### src/rtl/multi_mode_counter.sv
// Parametrised up/down/ring/Johnson sequence generator with init, load, enable and wrap pulse.
// Optional build define MULTI_MODE_COUNTER_SATURATE_EN clamps binary modes instead of wrapping.

module multi_mode_counter #(
  parameter int unsigned      WIDTH   = 8,
  parameter int unsigned      STEP    = 1,
  parameter logic [WIDTH-1:0] RST_VAL = '0,
  parameter logic [WIDTH-1:0] SEED    = WIDTH'(1)
) (
  input  logic             clk,
  input  logic             clr_n,
  input  logic             en,
  input  logic             init,
  input  logic             ld,
  input  logic [WIDTH-1:0] d_in,
  input  logic [1:0]       mode,
  input  logic             dir,
  output logic [WIDTH-1:0] count,
  output logic             wrap,
  output logic             zero
);

  typedef enum logic [1:0] {
    ModeUp      = 2'b00,
    ModeDown    = 2'b01,
    ModeRing    = 2'b10,
    ModeJohnson = 2'b11
  } mode_e;

  localparam logic [WIDTH:0] StepExt = {1'b0, WIDTH'(STEP)};

  logic [WIDTH-1:0] count_q, count_d;
  logic             wrap_q, wrap_d;
  logic [WIDTH:0]   sum, diff;
  mode_e            mode_sel;

  // The extra top bit carries out of the add and borrows out of the subtract.
  assign sum      = {1'b0, count_q} + StepExt;
  assign diff     = {1'b0, count_q} - StepExt;
  assign mode_sel = mode_e'(mode);

  always_comb begin
    count_d = count_q;
    wrap_d  = 1'b0;
    if (init) begin
      count_d = SEED;
    end else if (ld) begin
      count_d = d_in;
    end else if (en) begin
      unique case (mode_sel)
        ModeUp: begin
`ifdef MULTI_MODE_COUNTER_SATURATE_EN
          count_d = sum[WIDTH] ? '1 : sum[WIDTH-1:0];
          wrap_d  = (count_d == '1) && (count_q != '1);
`else
          count_d = sum[WIDTH-1:0];
          wrap_d  = sum[WIDTH];
`endif
        end
        ModeDown: begin
`ifdef MULTI_MODE_COUNTER_SATURATE_EN
          count_d = diff[WIDTH] ? '0 : diff[WIDTH-1:0];
          wrap_d  = (count_d == '0) && (count_q != '0);
`else
          count_d = diff[WIDTH-1:0];
          wrap_d  = diff[WIDTH];
`endif
        end
        ModeRing: begin
          // An all-zero ring can never rotate a bit back in, so reseed it.
          if (count_q == '0) begin
            count_d = SEED;
          end else if (!dir) begin
            count_d = {count_q[WIDTH-2:0], count_q[WIDTH-1]};
            wrap_d  = count_q[WIDTH-1];
          end else begin
            count_d = {count_q[0], count_q[WIDTH-1:1]};
            wrap_d  = count_q[0];
          end
        end
        ModeJohnson: begin
          count_d = dir ? {~count_q[0], count_q[WIDTH-1:1]}
                        : {count_q[WIDTH-2:0], ~count_q[WIDTH-1]};
          wrap_d  = (count_d == '0);
        end
      endcase
    end
  end

  always_ff @(posedge clk or negedge clr_n) begin
    if (!clr_n) begin
      count_q <= RST_VAL;
      wrap_q  <= 1'b0;
    end else begin
      count_q <= count_d;
      wrap_q  <= wrap_d;
    end
  end

  assign count = count_q;
  assign wrap  = wrap_q;
  assign zero  = (count_q == '0);

endmodule
### config.mk
export PLATFORM = sky130hd
export DESIGN_NAME = multi_mode_counter
export DESIGN_NICKNAME = d
export VERILOG_FILES = /design/src/rtl/multi_mode_counter.sv
export SDC_FILE = /design/constraint.sdc
export NUM_CORES = 1
export LEC_CHECK = 0
export ABC_AREA = 1
export ABC_CLOCK_PERIOD_IN_PS = 2740
export BUFFER_PORTS_ARGS = -buffer_cell sky130_fd_sc_hd__clkbuf_2
export CAP_MARGIN = 5
export CORE_MARGIN = 2
export CORE_UTILIZATION = 40
export CTS_CLUSTER_DIAMETER = 200
export DETAILED_ROUTE_END_ITERATION = 8
export GPL_TIMING_DRIVEN = 1
export SLEW_MARGIN = 20
export SYNTH_ARGS = -nofsm -noshare
export SYNTH_HDL_FRONTEND = slang
export SYNTH_SLANG_ARGS = --single-unit
### constraint.sdc
create_clock -name clk -period 2.74 [get_ports clk]
set_clock_uncertainty 0.05 [all_clocks]
set_input_delay 0.685 -clock clk [delete_from_list [all_inputs] [get_ports clk]]
set_output_delay 0.685 -clock clk [all_outputs]
set_load 0.02 [all_outputs]
==> Yosys cells after proc, flatten, opt, wreduce, memory -nomap -nowiden <==
Cells that the tools add are included.
{ "totals": {"ff_bits": 9, "inputBits": 16, "output_inout_bits": 10, "elab_cells": 26} }
{ "classes": {"add_sub_neg": 2, "eq_ne": 3, "n_mux": 13, "bitwise": 2, "n_reduce_logical": 4} }
{ "op_table": {"columns": ["op", "count"], "rows": [
  ["$mux 8", 6],
  ["$pmux 8 s4", 1],
  ["$logic_not 8->1", 2],
  ["$add 8x1->9 const B", 1],
  ["$sub 8x1->9 const B", 1],
  ["$mux 1", 5],
  ["$eq 2x2->1 const B", 2],
  ["$pmux 1 s4", 1],
  ["$reduce_bool 3->1", 1],
  ["$eq 2x1->1 const B", 1],
  ["$logic_not 2->1", 1],
  ["$not 1->1", 2]
]} }

==> Depth between registers and ports, before layout <==
Gate-level depths: netlist (run 1).
{ "logic_depth": {"word_depth": 7, "mapped_depth": 13, "mapped_depth_nobuf": 13} }

==> Least setup slack after synthesis (run 1) <==
OpenSTA, ideal clock, no wires.
{ "synth_timing": {"path_kind": "flip-flop to output port", "startpoint": "reg count_q[0], in the netlist count[0]", "endpoint": "out zero", "arrival_ns": 1.143, "t_required_ns": 2.005, "slack_ns": 0.862, "stages_incl_launch_ff": 5, "n_path_buf": 0, "cell_sequence": "dfrtp_1 > inv_2 > ha_1 > nand2_1 > nor2_2"} }
{ "synth_between": {"elab_chain_cells": 1} }
{ "synth_rtl": {"columns": ["item", "line_no", "text"], "rows": [
  ["start, declared", "32", "logic [WIDTH-1:0] count_q, count_d;"],
  ["start signal, assigned", "95", "count_q <= count_d;"],
  ["$logic_not 8->1", "102", "assign zero = (count_q == '0);"],
  ["end, declared", "20", "output logic zero"]
]} }
Every way passes these cells.

==> Worst setup path after layout (run 1) <==
Same ends and word-level chain as after synthesis.

==> impl_results.md, run 1 <==
- Run status: completed
- Register area share after synthesis: 19.15%
- Unrepaired setup endpoints after global routing: false
- Global route total overflow: 0
- Initial Utilization: between 40% and 50%
- Max-cap violations: 0
- DP HPWL: approximately 2.7 mm
- H-tree depth: 1
- Area delta synth->final: 10.96%
- Clock-pin slew on the worst setup and hold paths: approximately 0.07 ns
- Via/cell ratio: between 5 and 6
- Antenna Cells: 0
- Met1 Usage GRT: between 30% and 40%
- Max Fanout on Critical Path: 6
- CP Class: reg2out
- Avg Cell Area, Syn: roughly 5.7 um^2
- R2R depth: 13
- Met2 global-route usage: 33.44%
- Routed WL per cell: 13.57 um
- Largest net degree at the start of global routing: 19
- #FFs+latches synth: 9
- Crit path max-delay cell type: dfrtp_1
- Skew-Pair Late Insertion Delay: about 0.27 ns
- DRT antenna net count: 0
- R2r endpoint: count[7]$_DFFE_PN0P_
- Reg2reg setup slack: 0.90 ns
- Area of the core: ~2800 um^2
- Asr flop ratio synth: 100.0%
- Clock Tree Buf Depth: 2
- Cell Rows: 19
- Hold_ws: around 0.22 ns
- First-pass GRT wire length: ~5.7 mm
- Max-Slew Margin vs Limit: 75.69%
- GRT busiest layer: met2
- Final Max Tran Viols: 0
- Largest stage delay on the critical path: about 0.44 ns
- Grt met3 use: under 10%
- EDFF count, synth: 0
- Non-Filler Instances: roughly 260
- Port Buffers: 25
- Yosys warns: 0
- CTS sink cnt: 9
- Die area: between 3000 and 4000 um^2
- Layout Nets: 247
- Pwr Total: ~480 uW
- Leak: 0.7123 nW
- Worst setup SP type: flip-flop
- Die Ht: roughly 58 um
- HP Class: in2async
- Gr usage total: a little over a fifth
- CTS root buffer: clkbuf_4
- Dpl ws: approximately 0.77 ns
- Synth Instances: between 200 and 250
- Iteration-0 DRC Markers: 75
- Fmax: around 0.44 GHz
- Die W: about 58 um
- Critical Path, Cell by Cell: inv_2, ha_1, nand2_1, nor2_2, clkbuf_2
- Post-CTS Hold Buffers: 0
- Routed WL: roughly 3.5 mm
- Final hold violation count: 0
- R2R Path Start: count[0]$_DFFE_PN0P_
- Final WS setup: approximately 0.47 ns
- Post-route cell area: around 1300 um^2
- Worst VDD drop: between 400 and 500 uV
- Power per cell area: roughly 370 nW/um^2
- Crit. End Element: output pin
- TritonCTS Buffers: 3
- Final GP Congestion: roughly 0.86
- DRC violations left: 0
- Antenna violations before repair: 0
- Net Count, Synth: 224
- Dpl cell area: 1279 um^2
- Placed cells: 255
- Synth Flop Type: dfrtp_1
- FILL cells: around 310
- Final design utilization: a little under half
- Endpoints failing setup: 0
- Post-CTS resize count: 0
- Required @ worst endpoint: about 2.0 ns
- Via count of the first global-routing pass: roughly 1200
- Postcts setup bufs: 0
- TritonRoute pass-1 iters: 4
- Slew @ Worst Pin: 0.3646 ns
- CTS tree: built
- Post-synth design cell area: approximately 1200 um^2
- Tmin final: around 2.3 ns
- Arrival time at the worst endpoint: approximately 1.5 ns
- Layout cells sized above 1: around a fifth
- I/O pin count: 26
- CP Launch Point: count[0]$_DFFE_PN0P_
- TNS Setup: 0 ns
- Via Count: around 1400
- Yosys cell types: 29
- Final Cycle Share: 82.87%
==> how the worst max path moves through the flow <==
stage | end | slack (ns) | depth (start not counted)
finish | zero | 0.47 | 5
global placement | zero | 0.83 | 5
floorplan | zero | 0.86 | 4
CTS | zero | 0.47 | 5
global route | zero | 0.40 | 5
detailed placement | zero | 0.77 | 5
==> sequential cells by signal, indices dropped and copies added (netlist names) <==
| signal | count |
|---|---|
| count | 8 |
| wrap | 1 |
==> final cells by class <==
type                    count  area, um^2  share of cell area, %
clock buffers               4       26.28                  2.013
inverters                  32       120.1                  9.204
multi-input cells         158       769.5                  58.96
flip-flops and latches      9       225.2                  17.26
well taps                  31       38.79                  2.972
repair buffers             25       125.1                  9.588
==> cell usage in the layout (no fill, tap or decap), types with 2 or more instances in the layout <==
cell type  Yosys  final
clkbuf_2       0     25
o21ai_1       14     14
nor3_1         3      3
nor2_2         3      3
o21ai_0       15     15
nand3_1       13     13
nand2_1       68     68
dfrtp_1        9      9
o21ai_2        2      2
clkbuf_4       0      3
inv_1         24     24
nor2_1        19     19
a21oi_1        6      6
ha_1           2      2
xor2_1         2      2
inv_2          8      8
==> metal layers <==
layer	vias up	wire, um
li1	697	-
met1	626	1572
met2	56	1705
met3	0	237
met4	0	0
met5	-	0
==> kinds of logic after synthesis <==
kind of cell,count (synthesis),share of synthesized area [%]
compound gates,41,18.83
xor+xnor,3,2.234
fa+ha+maj,2,2.127
buf+inv,39,15.43
flops,9,19.15
simple gates,112,42.23
==> where the power goes <==
part,switching (mW),leakage (nW),internal (mW),total (mW)
combinational,0.138,0.580,0.0696,0.207
clock,0.0494,0.0150,0.0562,0.106
sequential,0.0274,0.117,0.143,0.170
==> cells in the mapped netlist (2+ instances only) <==
cell type	count	area share [%]
o21ai_2	2	1.5
inv_1	24	7.7
a21oi_1	6	2.6
nand3_1	13	5.5
o21ai_1	14	6.0
nor3_1	3	1.3
nor2_2	3	1.6
xor2_1	2	1.5
nor2_1	19	6.1
nand2_1	68	22
o21ai_0	15	6.4
dfrtp_1	9	19
buf_6	4	3.8
inv_2	8	2.6
ha_1	2	2.1
==> critical path: cells and delay by family (launching register included) <==
kind                     cells  cell delay, ns
buffers and inverters        2            0.33
AND/OR/NAND/NOR              2            0.28
flip-flops                   1            0.44
adder cells (fa/ha/maj)      1            0.22
Note: power is estimated with default switching activity, not from simulation.
==> run 2: changes to the inputs <==
--- a/config.mk
+++ b/config.mk
@@ -5,8 +5,8 @@
 export SDC_FILE = /design/constraint.sdc
 export NUM_CORES = 1
 export LEC_CHECK = 0
-export ABC_AREA = 1
-export ABC_CLOCK_PERIOD_IN_PS = 2740
+export ABC_AREA = 0
+export ABC_CLOCK_PERIOD_IN_PS = 2400
 export BUFFER_PORTS_ARGS = -buffer_cell sky130_fd_sc_hd__clkbuf_2
 export CAP_MARGIN = 5
 export CORE_MARGIN = 2
==> constraint.sdc (replaced) <==
create_clock -name clk -period 2.4 [get_ports clk]
set_clock_uncertainty 0.05 [all_clocks]
set_input_delay 0.6 -clock clk [delete_from_list [all_inputs] [get_ports clk]]
set_output_delay 0.6 -clock clk [all_outputs]
set_load 0.02 [all_outputs]
==> run 2 against run 1 <==
Compared with the run above: the run now ends with negative setup slack left; count of clock-buffer cells in the layout stayed put; via count is 16% lower; die area is 8.5% lower; first-iteration DRC count is 60% lower; critical path type unchanged; register-to-register slack worse by 0.79 ns; power is 8.6% higher; area after synthesis is 9.1% lower; non-clock buffer count is 12 higher; sequential share of layout area is 0.33 points higher.
==> impl_results.md, run 2 <==
- Post-CTS Hold Buffers: 0 (unchanged)
- TritonCTS Buffers: 3 (unchanged)
- Fmax: 0.3920 GHz
- Port Buffers: 25 (unchanged)
- Post-synth top cells: 13 x o21ai_0, 9 x a21oi_1, 9 x clkbuf_1, 9 x dfrtp_1, 9 x nand2_1
- Area of the multi-input gates: 737.0 um^2 (-4.2%)
- R2r endpoint: count[7]$_DFFE_PN0P_
- Most frequent standard cell in the layout excluding fill and tap cells: clkbuf_2
- R2R Path Start: count[4]$_DFFE_PN0P_
- CP Class: reg2out
- Synth Flop Type: dfrtp_1
- Routed WL: 3.244 mm (-7.7%)
- Final Max Tran Viols: 0 (unchanged)
- Commonest cells after routing, fill and taps aside: 24 x clkbuf_2, 13 x o21ai_0, 12 x buf_4, 9 x a21oi_1, 9 x nand2_1
- Yosys warns: 0 (unchanged)
- CTS tree: built
- Skew-Pair Late Insertion Delay: 0.26 ns (about the same)
- Final Cycle Share: 106.3%
- #FFs+latches synth: 9 (unchanged)
- Most area-consuming cells after synthesis: dfrtp_1 21%, o21ai_0 6.1%, mux2i_1 5.6%, a21oi_1 4.2%, a211oi_1 4.2%
- Final hold violation count: 0 (unchanged)
- Net Count, Synth: 158 (-29%)
- Via Count: 1165 (-16%)
- Largest net degree at the start of global routing: 19 (unchanged)
- Max reg flops: 8 (unchanged)
- Worst setup SP type: flip-flop
- Top-count cell post-synth: o21ai_0
- Iteration-0 DRC Markers: 30 (-60%)
- DP HPWL: 2.437 mm (-11%)
- HP Class: in2async
- Die Ht: 55.69 um (-4.4%)
- Leak: 0.5896 nW (-17%)
- Synth Instances: 140 (-32%)
- Final GP Congestion: 0.8203 (-4.2%)
- Layout Nets: 185 (-25%)
- CTS sink cnt: 9 (unchanged)
- Run status: finished with violations
- Required @ worst endpoint: 1.75 ns (-0.26 ns)
- Asr flop ratio synth: 100.0% (unchanged)
- Cell Rows: 18 (-1)
- Via/cell ratio: 5.944 (+12%)
- Slew @ Worst Pin: 0.4226 ns (+0.05798 ns)
- Max-Slew Margin vs Limit: 71.61% (-4.1 points)
- Area delta synth->final: 20.49%
- Unrepaired setup endpoints after global routing: true
- Dpl cell area: 1251 um^2 (-2.2%)
- Endpoints failing setup: 1 (+1)
- Final WS setup: -0.1509 ns (-0.6201 ns)
- Via count of the first global-routing pass: 1128 (-7.0%)
- Die area: 3101 um^2 (-8.5%)
- Pwr Total: 524.9 uW (+8.6%)
- Clock Tree Buf Depth: 2 (unchanged)
- First-pass GRT wire length: 5.561 mm (-2.3%)
- Antenna Cells: 0 (unchanged)
- Die W: 55.69 um (-4.4%)
- Max-cap violations: 0 (unchanged)
- Worst VDD drop: 384.8 uV (-9.2%)
- DRC violations left: 0 (unchanged)
- I/O pin count: 26 (unchanged)
- Avg Cell Area, Syn: 7.632 um^2 (+34%)
- Dpl ws: 0.07132 ns (-0.6991 ns)
- Reg2reg setup slack: 0.11 ns (-0.79 ns)
- Layout cells sized above 1: 28.92% (+8.3 points)
- Yosys cell types: 52 (+79%)
- H-tree depth: 1 (unchanged)
- Tmin final: about 2.6 ns
- Failing checks: negative setup slack
- Routed WL per cell: 16.55 um (+22%)
- Initial Utilization: 42.74% (+0.46 points)
- Max Fanout on Critical Path: 3 (-3)
- Area of the core: 2500 um^2 (-10%)
- Worst setup path endpoint: zero
- EDFF count, synth: 0 (unchanged)
- Post-route cell area: 1287 um^2 (-1.3%)
- Register area share after synthesis: 21.08% (+1.9 points)
- Gr usage total: 22.21% (+0.69 points)
- TritonRoute pass-1 iters: 4 (unchanged)
- Most area-hungry cell type in the Yosys netlist: dfrtp_1
- Crit. End Element: output pin
- Synth top area share: 21.08% (-0.62 points)
- DRT antenna net count: 0 (unchanged)
- Arrival time at the worst endpoint: 1.90 ns (+0.36 ns)
- Antenna violations before repair: 0 (unchanged)
- CTS root buffer: clkbuf_4
- Power per cell area: 407.7 nW/um^2 (+10%)
- Global route total overflow: 0 (unchanged)
- Sequential cell area: 226.5 um^2 (+0.56%)
- Clock-pin slew on the worst setup and hold paths: 0.06 ns (about the same)
- FILL cells: 268 (-13%)
- Post-synth design cell area: 1069 um^2 (-9.1%)
- CP Launch Point: count[4]$_DFFE_PN0P_
- R2R depth: 6 (-7)
## run 2: worst min-delay path by stage
stage                     startpoint  slack (ns)  depth (start not counted)                   end
after global placement         clr_n        0.42                          1  count[6]$_DFFE_PN0P_
after floorplan                clr_n        0.25                          0  count[0]$_DFFE_PN0P_
final                          clr_n        0.14                          1  count[3]$_DFFE_PN0P_
after detailed placement       clr_n        0.42                          1  count[3]$_DFFE_PN0P_
after CTS                      clr_n        0.14                          1  count[3]$_DFFE_PN0P_
after global routing           clr_n        0.15                          1  count[3]$_DFFE_PN0P_
## run 2: worst max-delay path: stages (launching register included)
cell	delay (ns)
dfrtp_1	0.38
or4_4	0.56
or4b_4	0.54
clkinv_4	0.07
buf_8	0.10
## run 2: area by class of cell
cell class / instances / area share, %
repair buffers: 37 / 17.49
flip-flops and latches: 9 / 17.59
clock buffers: 4 / 2.041
inverters: 8 / 2.721
multi-input cells: 108 / 57.24
well taps: 30 / 2.915
## run 2: stage by stage
step | std cells | hold WS, ns | setup TNS, ns | utilization [%]
floorplan | 140 | 0.2544 | -0.002320 | -
global placement | 192 | 0.4237 | 0 | 50.05
detailed placement | 192 | 0.4248 | 0 | 50.05
CTS | 196 | 0.1390 | -0.2071 | 51.45
global route | 196 | 0.1453 | -0.2080 | 51.50
finish | 196 | 0.1414 | -0.1509 | 51.50
## run 2: what timing repair did
| item | CTS | global route |
|---|---|---|
| buffers inserted | 0 | 0 |
| endpoints found under the setup margin | 1 | 1 |
| resized for setup | 2 | 2 |
| pin swaps | 0 | 0 |
| endpoints found under the hold margin | 0 | 0 |
## run 2: power breakdown
| group | internal, mW | switching [mW] | total [mW] | leakage [nW] |
|---|---|---|---|---|
| Sequential | 0.163 | 0.00990 | 0.173 | 0.114 |
| Clock | 0.0641 | 0.0544 | 0.119 | 0.0150 |
| Combinational | 0.0975 | 0.136 | 0.233 | 0.461 |
| Total | 0.325 | 0.200 | 0.525 | 0.590 |
## run 2: per-layer routing
layer / track usage (%) / part of all wire [%] / vias up
li1: - / - / 575
met1: 28.82 / 44 / 553
met2: 39.12 / 51 / 35
met3: 4.651 / 5.0 / 2
met4: 2.091 / 0.55 / 0
met5: 0 / 0 / -
## run 2: logic make-up after synthesis
family / Yosys count / synth area share (%)
buf+inv: 23 / 9.953
mux: 7 / 6.675
xor+xnor: 6 / 4.919
fa+ha+maj: 2 / 2.342
compound gates: 48 / 29.86
simple gates: 45 / 25.18
flops: 9 / 21.08
